[config.mk]
export PLATFORM = sky130hd
export DESIGN_NAME = apb_master_bridge
export DESIGN_NICKNAME = d
export VERILOG_FILES = /design/src/rtl/apb_pkg.sv /design/src/rtl/apb_wait_timer.sv /design/src/rtl/apb_master_bridge.sv
export SDC_FILE = /design/constraint.sdc
export NUM_CORES = 1
export LEC_CHECK = 0
export BUFFER_PORTS_ARGS = -buffer_cell sky130_fd_sc_hd__buf_2
export CORE_ASPECT_RATIO = 1.25
export CORE_UTILIZATION = 30
export CTS_BUF_LIST = sky130_fd_sc_hd__clkbuf_8
export CTS_CLUSTER_SIZE = 25
export DETAILED_ROUTE_END_ITERATION = 10
export GPL_TIMING_DRIVEN = 0
export PLACE_DENSITY = 0.67
export RECOVER_POWER = 100
export SLEW_MARGIN = 20
export SYNTH_ARGS = -nofsm -noshare
export SYNTH_HDL_FRONTEND = slang
export SYNTH_SLANG_ARGS = --single-unit
[constraint.sdc]
create_clock -name pclk -period 1.6 [get_ports pclk]
set_input_delay 0.08 -clock pclk [delete_from_list [all_inputs] [get_ports pclk]]
set_output_delay 0.08 -clock pclk [all_outputs]
set_load 0.05 [all_outputs]
[src/rtl/apb_pkg.sv]
// Shared types and constants for the APB requester and its memory slave.
package apb_pkg;

    localparam int APB_ADDR_W    = 32;
    localparam int APB_DATA_W    = 8;
    localparam int APB_MEM_DEPTH = 16;

    // Bridge transfer phases
    typedef enum logic [1:0] {
        IDLE   = 2'd0,
        SETUP  = 2'd1,
        ACCESS = 2'd2,
        RESP   = 2'd3
    } apb_state_e;

    // One byte-wide command as presented on the command port
    typedef struct packed {
        logic                  write;
        logic [APB_ADDR_W-1:0] addr;
        logic [APB_DATA_W-1:0] wdata;
    } apb_cmd_t;

    // Completion status returned on the response port
    typedef struct packed {
        logic [APB_DATA_W-1:0] rdata;
        logic                  err;
        logic                  timeout;
    } apb_rsp_t;

endpackage

[src/rtl/apb_wait_timer.sv]
// Wait-state watchdog: counts ACCESS cycles with pready low and flags the
// cycle on which the count would reach TIMEOUT.
module apb_wait_timer
#(
    parameter int TIMEOUT = 16
)
(
    input  logic pclk,
    input  logic presetn,
    input  logic clear,
    input  logic enable,
    output logic expired
);

    logic [7:0] r_cnt;
    logic [8:0] w_cnt_next;

    // Saturating wait counter; cleared when a new transfer starts
    always_ff @(posedge pclk or negedge presetn) begin
        if (!presetn) begin
            r_cnt <= '0;
        end else if (clear) begin
            r_cnt <= '0;
        end else if (enable && (r_cnt != 8'hFF)) begin
            r_cnt <= r_cnt + 8'd1;
        end
    end

    // Expiry fires on the wait edge whose increment lands on TIMEOUT, so the
    // FSM leaves ACCESS exactly TIMEOUT cycles after entering it.
    assign w_cnt_next = {1'b0, r_cnt} + 9'd1;
    assign expired    = enable && (w_cnt_next >= 9'(TIMEOUT));

endmodule

[src/rtl/apb_master_bridge.sv]
// APB requester: turns valid/ready byte commands into APB SETUP/ACCESS
// transfers and returns data/status on a valid/ready response port.
module apb_master_bridge
    import apb_pkg::*;
#(
    parameter int ADDR_W  = APB_ADDR_W,
    parameter int DATA_W  = APB_DATA_W,
    parameter int TIMEOUT = 16
)
(
    input  logic              pclk,
    input  logic              presetn,
    // command port
    input  logic              cmd_valid,
    output logic              cmd_ready,
    input  logic              cmd_write,
    input  logic [ADDR_W-1:0] cmd_addr,
    input  logic [DATA_W-1:0] cmd_wdata,
    // response port
    output logic              rsp_valid,
    input  logic              rsp_ready,
    output logic [DATA_W-1:0] rsp_rdata,
    output logic              rsp_err,
    output logic              rsp_timeout,
    // APB requester side
    output logic              psel,
    output logic              penable,
    output logic              pwrite,
    output logic [ADDR_W-1:0] paddr,
    output logic [DATA_W-1:0] pwdata,
    input  logic [DATA_W-1:0] prdata,
    input  logic              pready,
    input  logic              pslverr
);

    apb_state_e        r_state;
    logic              r_psel;
    logic              r_penable;
    logic              r_pwrite;
    logic [ADDR_W-1:0] r_paddr;
    logic [DATA_W-1:0] r_pwdata;
    logic              r_rsp_valid;
    logic [DATA_W-1:0] r_rsp_rdata;
    logic              r_rsp_err;
    logic              r_rsp_timeout;

    logic              w_accept;
    logic              w_wait;
    logic              w_expired;

    assign w_accept = (r_state == IDLE) && cmd_valid;
    // pready low in ACCESS is a wait state; pready high always wins over expiry
    assign w_wait   = (r_state == ACCESS) && !pready;

    apb_wait_timer #(.TIMEOUT(TIMEOUT)) u_wait_timer (
        .pclk    (pclk),
        .presetn (presetn),
        .clear   (w_accept),
        .enable  (w_wait),
        .expired (w_expired)
    );

    // Transfer FSM with registered APB and response outputs
    always_ff @(posedge pclk or negedge presetn) begin
        if (!presetn) begin
            r_state       <= IDLE;
            r_psel        <= 1'b0;
            r_penable     <= 1'b0;
            r_pwrite      <= 1'b0;
            r_paddr       <= '0;
            r_pwdata      <= '0;
            r_rsp_valid   <= 1'b0;
            r_rsp_rdata   <= '0;
            r_rsp_err     <= 1'b0;
            r_rsp_timeout <= 1'b0;
        end else begin
            case (r_state)
                IDLE: begin
                    if (cmd_valid) begin
                        r_pwrite <= cmd_write;
                        r_paddr  <= cmd_addr;
                        r_pwdata <= cmd_wdata;
                        r_psel   <= 1'b1;
                        r_state  <= SETUP;
                    end
                end
                SETUP: begin
                    r_penable <= 1'b1;
                    r_state   <= ACCESS;
                end
                ACCESS: begin
                    if (pready) begin
                        r_psel        <= 1'b0;
                        r_penable     <= 1'b0;
                        r_rsp_valid   <= 1'b1;
                        r_rsp_err     <= pslverr;
                        r_rsp_timeout <= 1'b0;
                        r_rsp_rdata   <= (!r_pwrite && !pslverr) ? prdata : '0;
                        r_state       <= RESP;
                    end else if (w_expired) begin
                        r_psel        <= 1'b0;
                        r_penable     <= 1'b0;
                        r_rsp_valid   <= 1'b1;
                        r_rsp_err     <= 1'b1;
                        r_rsp_timeout <= 1'b1;
                        r_rsp_rdata   <= '0;
                        r_state       <= RESP;
                    end
                end
                RESP: begin
                    if (rsp_ready) begin
                        r_rsp_valid   <= 1'b0;
                        r_rsp_timeout <= 1'b0;
                        r_state       <= IDLE;
                    end
                end
                default: begin
                    r_psel    <= 1'b0;
                    r_penable <= 1'b0;
                    r_state   <= IDLE;
                end
            endcase
        end
    end

    assign cmd_ready   = (r_state == IDLE);
    assign psel        = r_psel;
    assign penable     = r_penable;
    assign pwrite      = r_pwrite;
    assign paddr       = r_paddr;
    assign pwdata      = r_pwdata;
    assign rsp_valid   = r_rsp_valid;
    assign rsp_rdata   = r_rsp_rdata;
    assign rsp_err     = r_rsp_err;
    assign rsp_timeout = r_rsp_timeout;

endmodule

==> impl_results.html, run 1 <==
<table>
<tr><th>Metric</th><th>Value</th></tr>
<tr><th colspan="2">Status</th></tr>
<tr><td>Status</td><td>finished, violations left</td></tr>
<tr><td>Violated checks</td><td>negative setup slack</td></tr>
<tr><th colspan="2">Synthesis</th></tr>
<tr><td>Number of flops mapped to enable cells by yosys</td><td>0</td></tr>
<tr><td>Synth warnings</td><td>0</td></tr>
<tr><td>Register area share after synthesis</td><td>58.58%</td></tr>
<tr><td>Nets in the synthesized netlist</td><td>340</td></tr>
<tr><td>Library cells used by synthesis</td><td>39</td></tr>
<tr><td>Number of instances in the synthesized netlist</td><td>280</td></tr>
<tr><td>Total of flip-flops plus latches after synthesis</td><td>64</td></tr>
<tr><td>Netlist area before placement</td><td>2734 um2</td></tr>
<tr><td>Fraction of registers with async set/reset</td><td>100.0%</td></tr>
<tr><td>Post-synthesis average cell area</td><td>9.764 um2</td></tr>
<tr><td>Most used DFF post-synth</td><td>dfrtp_1</td></tr>
<tr><th colspan="2">Layout</th></tr>
<tr><td>Area growth from synthesis to layout</td><td>54.92%</td></tr>
<tr><td>Count of antenna diodes in the layout</td><td>0</td></tr>
<tr><td>Cell area after layout</td><td>4235 um2</td></tr>
<tr><td>Filler-free cell count of the finished design</td><td>583</td></tr>
<tr><td>Layout fillers</td><td>876</td></tr>
<tr><td>Share of post-route cells with drive strength above 1</td><td>24.41%</td></tr>
<tr><td>Nets</td><td>518</td></tr>
<tr><th colspan="2">Clocking</th></tr>
<tr><td>Clock latency reported for the late side of the worst-skew pair</td><td>0.34 ns</td></tr>
<tr><td>Sinks on the clock net</td><td>64</td></tr>
<tr><td>Buffer type at the clock tree root</td><td>clkbuf_8</td></tr>
<tr><td>Clock buffers created by TritonCTS</td><td>9</td></tr>
<tr><td>Clock tree from TritonCTS</td><td>done</td></tr>
<tr><td>Register clock-pin slew on the reported worst setup and hold paths</td><td>0.07 ns</td></tr>
<tr><td>Clock tree buffer depth</td><td>2</td></tr>
<tr><td>H-tree depth reported by CTS</td><td>3</td></tr>
<tr><th colspan="2">Timing</th></tr>
<tr><td>Slew Limit Headroom</td><td>50.81%</td></tr>
<tr><td>Smallest setup slack after layout</td><td>-0.05252 ns</td></tr>
<tr><td>Tcrit/Tclk final</td><td>103.3%</td></tr>
<tr><td>Hold_ws</td><td>0.06009 ns</td></tr>
<tr><td>Min cycle time layout</td><td>1.653 ns</td></tr>
<tr><td>Final setup vio count</td><td>1</td></tr>
<tr><td>Final-report hold violation count</td><td>0</td></tr>
<tr><td>Peak clock frequency supported by timing</td><td>605.1 MHz</td></tr>
<tr><td>Final max-slew violation count</td><td>0</td></tr>
<tr><td>Setup repair after global routing missed its margin</td><td>true</td></tr>
<tr><td>Worst clock skew</td><td>0.006714 ns</td></tr>
<tr><td>Worst Tran Pin Value</td><td>0.7378 ns</td></tr>
<tr><th colspan="2">Detailed routing</th></tr>
<tr><td>Drc violations</td><td>0</td></tr>
<tr><td>Routed wire length per instance</td><td>13.18 um</td></tr>
<tr><td>Met3 routed wirelength</td><td>359 um</td></tr>
<tr><td>Met2 WL</td><td>4096 um</td></tr>
<tr><td>Via total after detailed routing</td><td>2,644</td></tr>
<tr><td>Antenna viol nets, final</td><td>0</td></tr>
<tr><td>Routed met1 length</td><td>3041 um</td></tr>
<tr><td>Vias per inst</td><td>4.535</td></tr>
<tr><td>Top routing layer used</td><td>met4</td></tr>
<tr><td>Iteration-0 DRC count of the detailed router</td><td>152</td></tr>
<tr><td>First-pass detailed-route iteration total</td><td>4</td></tr>
<tr><td>Detailed Route WL</td><td>7686 um</td></tr>
<tr><th colspan="2">Floorplanning</th></tr>
<tr><td>Core footprint</td><td>8748 um2</td></tr>
<tr><td>DIE WIDTH</td><td>87.39 um</td></tr>
<tr><td>Std-Cell Rows</td><td>38</td></tr>
<tr><td>Starting Density</td><td>31.25%</td></tr>
<tr><td>Die ar.</td><td>9501 um2</td></tr>
<tr><td>Die Span Y</td><td>108.7 um</td></tr>
<tr><td>Number of top-level design ports</td><td>110</td></tr>
<tr><th colspan="2">Global routing</th></tr>
<tr><td>Number of global-route vias before repair</td><td>2,630</td></tr>
<tr><td>Wire length of the first global-routing pass</td><td>12,220 um</td></tr>
<tr><td>Number of antenna violations at the first check in global routing</td><td>0</td></tr>
<tr><td>Maximum number of pins on one net before global-route repair</td><td>37</td></tr>
<tr><td>GRT Residual Overflow</td><td>0</td></tr>
<tr><td>Aggregate global-route resource usage</td><td>16.90%</td></tr>
<tr><th colspan="2">Worst setup path</th></tr>
<tr><td>Category of the critical setup timing path</td><td>flop to flop</td></tr>
<tr><td>Worst Setup Start Kind</td><td>flop</td></tr>
<tr><td>Critical path arrival</td><td>1.88 ns</td></tr>
<tr><td>Worst-path fanout max</td><td>3</td></tr>
<tr><td>Sort of element at the end of the critical path</td><td>flop</td></tr>
<tr><td>Required arrival time at the worst endpoint</td><td>1.83 ns</td></tr>
<tr><th colspan="2">Pwr</th></tr>
<tr><td>Overall power of the completed layout</td><td>8.874 mW</td></tr>
<tr><td>Worst-case vdd ir drop</td><td>0.9568 mV</td></tr>
<tr><td>Power density over cell area</td><td>2095 nW/um2</td></tr>
<tr><td>Leakage power</td><td>2.087 nW</td></tr>
<tr><th colspan="2">Place</th></tr>
<tr><td>Number of buffers inserted by port buffering</td><td>109</td></tr>
<tr><td>Post-DP Area</td><td>3465 um2</td></tr>
<tr><td>Routability-driven placement congestion ratio</td><td>0.7950</td></tr>
<tr><td>Number of cells in the design after placement</td><td>510</td></tr>
<tr><td>Estimated wirelength of the detail-placed design</td><td>4826 um</td></tr>
<tr><th colspan="2">Hold path</th></tr>
<tr><td>Class of the worst hold path</td><td>input pin to flop</td></tr>
<tr><th colspan="2">Flow run</th></tr>
<tr><td>Maxcap violations</td><td>0</td></tr>
</table>
-- stage by stage --
| stage | setup TNS [ns] | utilization (%) | setup slack, ns |
|---|---|---|---|
| after floorplan | -0.8494 | - | -0.08503 |
| after global placement | -4.492 | 39.35 | -0.1897 |
| after detailed placement | -6.046 | 39.60 | -0.2127 |
| after CTS | -0.1063 | 48.67 | -0.04646 |
| after global routing | -0.4121 | 48.41 | -0.07755 |
| final | -0.05252 | 48.41 | -0.05252 |
-- critical path: stages (launching register included) --
cell	delay [ns]
dfrtp_2	0.43
ha_4	0.17
and3_4	0.16
mux2i_2	0.18
a31oi_2	0.23
mux2_2	0.37
-- sequential cells by signal, summed over array words and instances (netlist names) --
name,flops
rsp_timeout,1
pwrite,1
psel,1
paddr,32
rsp_valid,1
u_wait_timer.r_cnt,8
r_state,2
rsp_err,1
penable,1
rsp_rdata,8
pwdata,8
-- final cells by class --
class | instances | area (um2) | area share, %
buffer | 8 | 48.80 | 1.152
clock buffer | 9 | 123.9 | 2.925
clock inverter | 7 | 88.84 | 2.097
inverter | 6 | 22.52 | 0.5318
multi-input combinational | 200 | 1140 | 26.91
sequential | 64 | 1604 | 37.87
tap | 120 | 150.1 | 3.545
timing repair buffer | 169 | 1057 | 24.96
-- power breakdown --
group	total, mW	switching, mW	internal [mW]
combinational	4.66	3.52	1.14
clock	1.50	0.630	0.865
sequential	2.72	0.410	2.31
-- per-layer routing --
layer	up-vias	track usage, %
li1	1277	-
met5	-	0
met4	0	7.963
met3	19	4.164
met1	1266	19.23
met2	82	29.52
-- kinds of logic after synthesis --
kind of cell / after synthesis / synth area share [%]
AND/OR/NAND/NOR: 154 / 23.25
multiplexers: 5 / 2.059
flip-flops: 64 / 58.58
adder cells (fa/ha/maj): 5 / 2.288
AO/OA/AOI/OAI: 31 / 9.565
buffers and inverters: 17 / 2.975
XOR/XNOR: 4 / 1.281
-- placed cells by master, fill, tap and decap left out, drive strengths merged, types with 2 or more instances in the layout --
master       Yosys  routed
nand2          129     129
clkbuf           7      73
dfrtp           64      64
buf              4      63
dlygate4sd3      0      50
a22o             9       9
nor2             8       8
inv              6       8
o21ai            4       5
ha               5       5
xor2             4       4
o311ai           4       4
mux2i            3       3
o31ai            3       3
a21oi            3       3
o211ai           2       2
nand4            2       2
bufinv           0       2
and2             2       2
and3             2       2
mux2             2       2
nand3            2       2
or4              2       2
clkinv           0       2
-- timing repair --
action | 4_1_cts | 5_1_grt
gates cloned | 1 | 0
gates resized for setup | 10 | 25
setup endpoints to repair | 52 | 57
hold buffers | 50 | 0
pin swaps | 3 | 6
setup buffers | 7 | 2
endpoints found under the hold margin | 77 | 0
-- final timing paths --
kind                                                         from                                 to  slack (ns)  depth (start not counted)
min in group asynchronous                                 presetn            rsp_timeout$_DFFE_PN0P_        0.33                          2
worst max-delay path            u_wait_timer.r_cnt[0]$_DFFE_PN0P_             r_state[1]$_DFFE_PN0P_       -0.05                          5
max in group asynchronous                                 presetn  u_wait_timer.r_cnt[1]$_DFFE_PN0P_        0.23                          3
worst min-delay path                                    rsp_ready              rsp_valid$_DFFE_PN0P_        0.06                          4
worst max register to register  u_wait_timer.r_cnt[0]$_DFFE_PN0P_             r_state[1]$_DFFE_PN0P_       -0.05                          5
worst min register to register              paddr[12]$_DFFE_PN0P_              paddr[12]$_DFFE_PN0P_        0.47                          2
-- cell usage after synthesis (3+ instances only) --
cell type | n | area (um2)
mux2i_1 | 3 | 30.03
nor2_1 | 8 | 30.03
nand2_1 | 129 | 484.2
inv_1 | 6 | 22.52
ha_1 | 5 | 62.56
o311ai_0 | 4 | 35.03
a22o_1 | 9 | 78.83
dfrtp_1 | 64 | 1602
xor2_1 | 4 | 35.03
o21ai_0 | 3 | 15.01
clkbuf_1 | 7 | 26.28
a21oi_1 | 3 | 15.01
(Power assumes the default switching activity.)
==> inputs of run 2 (changes only) <==
--- a/config.mk
+++ b/config.mk
@@ -11,10 +11,8 @@
 export CTS_BUF_LIST = sky130_fd_sc_hd__clkbuf_8
 export CTS_CLUSTER_SIZE = 25
 export DETAILED_ROUTE_END_ITERATION = 10
-export GPL_TIMING_DRIVEN = 0
 export PLACE_DENSITY = 0.67
 export RECOVER_POWER = 100
-export SLEW_MARGIN = 20
 export SYNTH_ARGS = -nofsm -noshare
 export SYNTH_HDL_FRONTEND = slang
 export SYNTH_SLANG_ARGS = --single-unit
==> impl_results.html, run 2 (synthesized netlist as in run 1, its figures left out) <==
<table>
<tr><th>Metric</th><th>Value</th></tr>
<tr><th colspan="2">Global routing</th></tr>
<tr><td>Maximum number of pins on one net before global-route repair</td><td>41</td></tr>
<tr><td>GR met1 Demand/Resource</td><td>18.66%</td></tr>
<tr><td>GR Layer Usage met2</td><td>33.20%</td></tr>
<tr><td>Number of global-route vias before repair</td><td>2,879</td></tr>
<tr><td>Number of antenna violations at the first check in global routing</td><td>0</td></tr>
<tr><td>Met3 GRT Util</td><td>4.164%</td></tr>
<tr><td>GRT busiest layer</td><td>met2</td></tr>
<tr><td>Wire length of the first global-routing pass</td><td>12,960 um</td></tr>
<tr><td>GRT Residual Overflow</td><td>0</td></tr>
<tr><td>Aggregate global-route resource usage</td><td>18.13%</td></tr>
<tr><th colspan="2">Floorplanning</th></tr>
<tr><td>DIE WIDTH</td><td>87.39 um</td></tr>
<tr><td>Die ar.</td><td>9501 um2</td></tr>
<tr><td>Starting Density</td><td>31.25%</td></tr>
<tr><td>Core footprint</td><td>8748 um2</td></tr>
<tr><td>Number of top-level design ports</td><td>110</td></tr>
<tr><td>Die Span Y</td><td>108.7 um</td></tr>
<tr><td>Std-Cell Rows</td><td>38</td></tr>
<tr><th colspan="2">Layout</th></tr>
<tr><td>Most common library cell in the layout ignoring fill and taps</td><td>nand2_1</td></tr>
<tr><td>Count of antenna diodes in the layout</td><td>0</td></tr>
<tr><td>Share of post-route cells with drive strength above 1</td><td>23.33%</td></tr>
<tr><td>Nets</td><td>518</td></tr>
<tr><td>Commonest non-fill, non-tap cells in the layout</td><td>129 x nand2_1, 64 x dfrtp_1, 55 x clkbuf_1</td></tr>
<tr><td>Largest register FFs</td><td>32</td></tr>
<tr><td>Cell area after layout</td><td>4225 um2</td></tr>
<tr><td>Area growth from synthesis to layout</td><td>54.55%</td></tr>
<tr><th colspan="2">Place</th></tr>
<tr><td>Estimated wirelength of the detail-placed design</td><td>4885 um</td></tr>
<tr><td>Routability-driven placement congestion ratio</td><td>0.7949</td></tr>
<tr><td>Number of buffers inserted by port buffering</td><td>109</td></tr>
<tr><td>Post-DP Area</td><td>3535 um2</td></tr>
<tr><th colspan="2">Worst setup path</th></tr>
<tr><td>Required arrival time at the worst endpoint</td><td>1.83 ns</td></tr>
<tr><td>Critical path arrival</td><td>1.84 ns</td></tr>
<tr><td>Sort of element at the end of the critical path</td><td>flop</td></tr>
<tr><td>Worst-path fanout max</td><td>3</td></tr>
<tr><td>Worst Setup Start Kind</td><td>flop</td></tr>
<tr><td>Category of the critical setup timing path</td><td>flop to flop</td></tr>
<tr><th colspan="2">Pwr</th></tr>
<tr><td>Net switching component of the power</td><td>4.589 mW</td></tr>
<tr><td>Clock power frac</td><td>17.0%</td></tr>
<tr><td>Worst-case vdd ir drop</td><td>0.9345 mV</td></tr>
<tr><td>Leakage power</td><td>2.097 nW</td></tr>
<tr><td>Power density over cell area</td><td>2100 nW/um2</td></tr>
<tr><td>Combinational share of power</td><td>52.1%</td></tr>
<tr><td>Overall power of the completed layout</td><td>8.874 mW</td></tr>
<tr><td>Flop pwr share</td><td>30.9%</td></tr>
<tr><td>Switching power as a share of total power</td><td>51.71%</td></tr>
<tr><td>Internal Dissipation</td><td>4.285 mW</td></tr>
<tr><th colspan="2">Timing</th></tr>
<tr><td>Slew Limit Headroom</td><td>56.27%</td></tr>
<tr><td>Hold_ws</td><td>0.07131 ns</td></tr>
<tr><td>Smallest setup slack after layout</td><td>-0.004914 ns</td></tr>
<tr><td>Final-report hold violation count</td><td>0</td></tr>
<tr><td>Peak clock frequency supported by timing</td><td>623.1 MHz</td></tr>
<tr><td>Setup TNS</td><td>-0.004914 ns</td></tr>
<tr><td>Setup repair after global routing missed its margin</td><td>true</td></tr>
<tr><td>Final setup vio count</td><td>1</td></tr>
<tr><td>Worst clock skew</td><td>0.009464 ns</td></tr>
<tr><td>Worst Tran Pin Value</td><td>0.6560 ns</td></tr>
<tr><td>Final max-slew violation count</td><td>0</td></tr>
<tr><td>Tcrit/Tclk final</td><td>100.3%</td></tr>
<tr><td>Min cycle time layout</td><td>1.605 ns</td></tr>
<tr><th colspan="2">Detailed routing</th></tr>
<tr><td>Antenna viol nets, final</td><td>0</td></tr>
<tr><td>Vias per inst</td><td>4.593</td></tr>
<tr><td>Iteration-0 DRC count of the detailed router</td><td>127</td></tr>
<tr><td>Via total after detailed routing</td><td>2,678</td></tr>
<tr><td>Drc violations</td><td>0</td></tr>
<tr><td>Routed wire length per instance</td><td>13.81 um</td></tr>
<tr><td>Detailed Route WL</td><td>8050 um</td></tr>
<tr><td>First-pass detailed-route iteration total</td><td>4</td></tr>
<tr><th colspan="2">Clocking</th></tr>
<tr><td>Clock tree buffer depth</td><td>2</td></tr>
<tr><td>H-tree depth reported by CTS</td><td>3</td></tr>
<tr><td>Clock buffers created by TritonCTS</td><td>9</td></tr>
<tr><td>Register clock-pin slew on the reported worst setup and hold paths</td><td>0.07 ns</td></tr>
<tr><td>Sinks on the clock net</td><td>64</td></tr>
<tr><td>Clock latency reported for the late side of the worst-skew pair</td><td>0.34 ns</td></tr>
<tr><td>Clock tree from TritonCTS</td><td>done</td></tr>
<tr><td>Buffer type at the clock tree root</td><td>clkbuf_8</td></tr>
<tr><th colspan="2">Hold path</th></tr>
<tr><td>Class of the worst hold path</td><td>input pin to flop</td></tr>
<tr><th colspan="2">Flow run</th></tr>
<tr><td>Maxcap violations</td><td>0</td></tr>
<tr><th colspan="2">Status</th></tr>
<tr><td>Violated checks</td><td>negative setup slack</td></tr>
<tr><td>Status</td><td>finished, violations left</td></tr>
</table>
==> run 2: changes by cell type in the layout (fill, tap and decap cells not counted), moves of 2 or more <==
| cell | delta |
|---|---|
| buf_4 | +4 |
| clkbuf_2 | -4 |
| clkbuf_4 | -2 |
| clkinv_2 | +2 |
| dfrtp_1 | +2 |
| dfrtp_2 | -2 |
==> run 2: layer usage <==
| layer | up-vias | wire length [um] |
|---|---|---|
| met3 | 23 | 344 |
| met1 | 1306 | 3072 |
| met4 | 0 | 255 |
| met5 | - | 0 |
| met2 | 81 | 4377 |
| li1 | 1268 | - |
==> run 2: path summary, 6_finish.rpt <==
| kind | to | startpoint | slack, ns | cells after the start |
|---|---|---|---|---|
| setup / recovery | r_state[1]$_DFFE_PN0P_ | u_wait_timer.r_cnt[0]$_DFFE_PN0P_ | -0.005 | 5 |
| hold / removal | psel$_DFFE_PN0P_ | cmd_valid | 0.07 | 3 |
| setup reg to reg | r_state[1]$_DFFE_PN0P_ | u_wait_timer.r_cnt[0]$_DFFE_PN0P_ | -0.005 | 5 |
| hold reg to reg | paddr[14]$_DFFE_PN0P_ | paddr[14]$_DFFE_PN0P_ | 0.48 | 2 |
| max in group asynchronous | paddr[14]$_DFFE_PN0P_ | presetn | 0.25 | 3 |
| min in group asynchronous | u_wait_timer.r_cnt[7]$_DFFE_PN0P_ | presetn | 0.28 | 2 |
==> run 2: worst max-delay path: stages (launching register included) <==
cell and delay, ns:
dfrtp_1 0.39, ha_2 0.20, and3_4 0.16, mux2i_2 0.16, a31oi_2 0.27, mux2_4 0.32
==> run 2: area by class of cell <==
| type | count | area [um2] |
|---|---|---|
| inverters | 6 | 22.52 |
| clock inverters | 7 | 87.58 |
| fillers | 870 | 4523 |
| multi-input cells | 200 | 1121 |
| clock buffers | 9 | 123.9 |
| repair buffers | 177 | 1119 |
| well taps | 120 | 150.1 |
| flip-flops and latches | 64 | 1602 |
==> run 2: power by group through the flow <==
stage	registers, mW	logic, mW	clock network [mW]
floorplan	4.87	1.25	0
CTS	2.71	4.74	1.55
finish	2.74	4.63	1.51
global route	2.83	4.94	1.62
detailed placement	2.71	4.62	0
global placement	2.70	4.54	0
==> run 2: timing repair <==
item	in CTS	in global routing
buffers inserted	0	3
gates resized for setup	3	9
endpoints found under the setup margin	8	17
pin swaps	1	8
hold buffers	50	0
gates cloned	1	0
hold endpoints to repair	70	0
==> run 2: stage by stage <==
| step | worst slack, ns | std cells | utilization [%] |
|---|---|---|---|
| after floorplan | -0.08503 | 280 | - |
| after global placement | 0.03145 | 513 | 40.40 |
| after detailed placement | -0.01498 | 513 | 40.40 |
| after CTS | 0.02720 | 580 | 48.86 |
| after global routing | -0.06347 | 583 | 48.30 |
| final | -0.004914 | 583 | 48.30 |
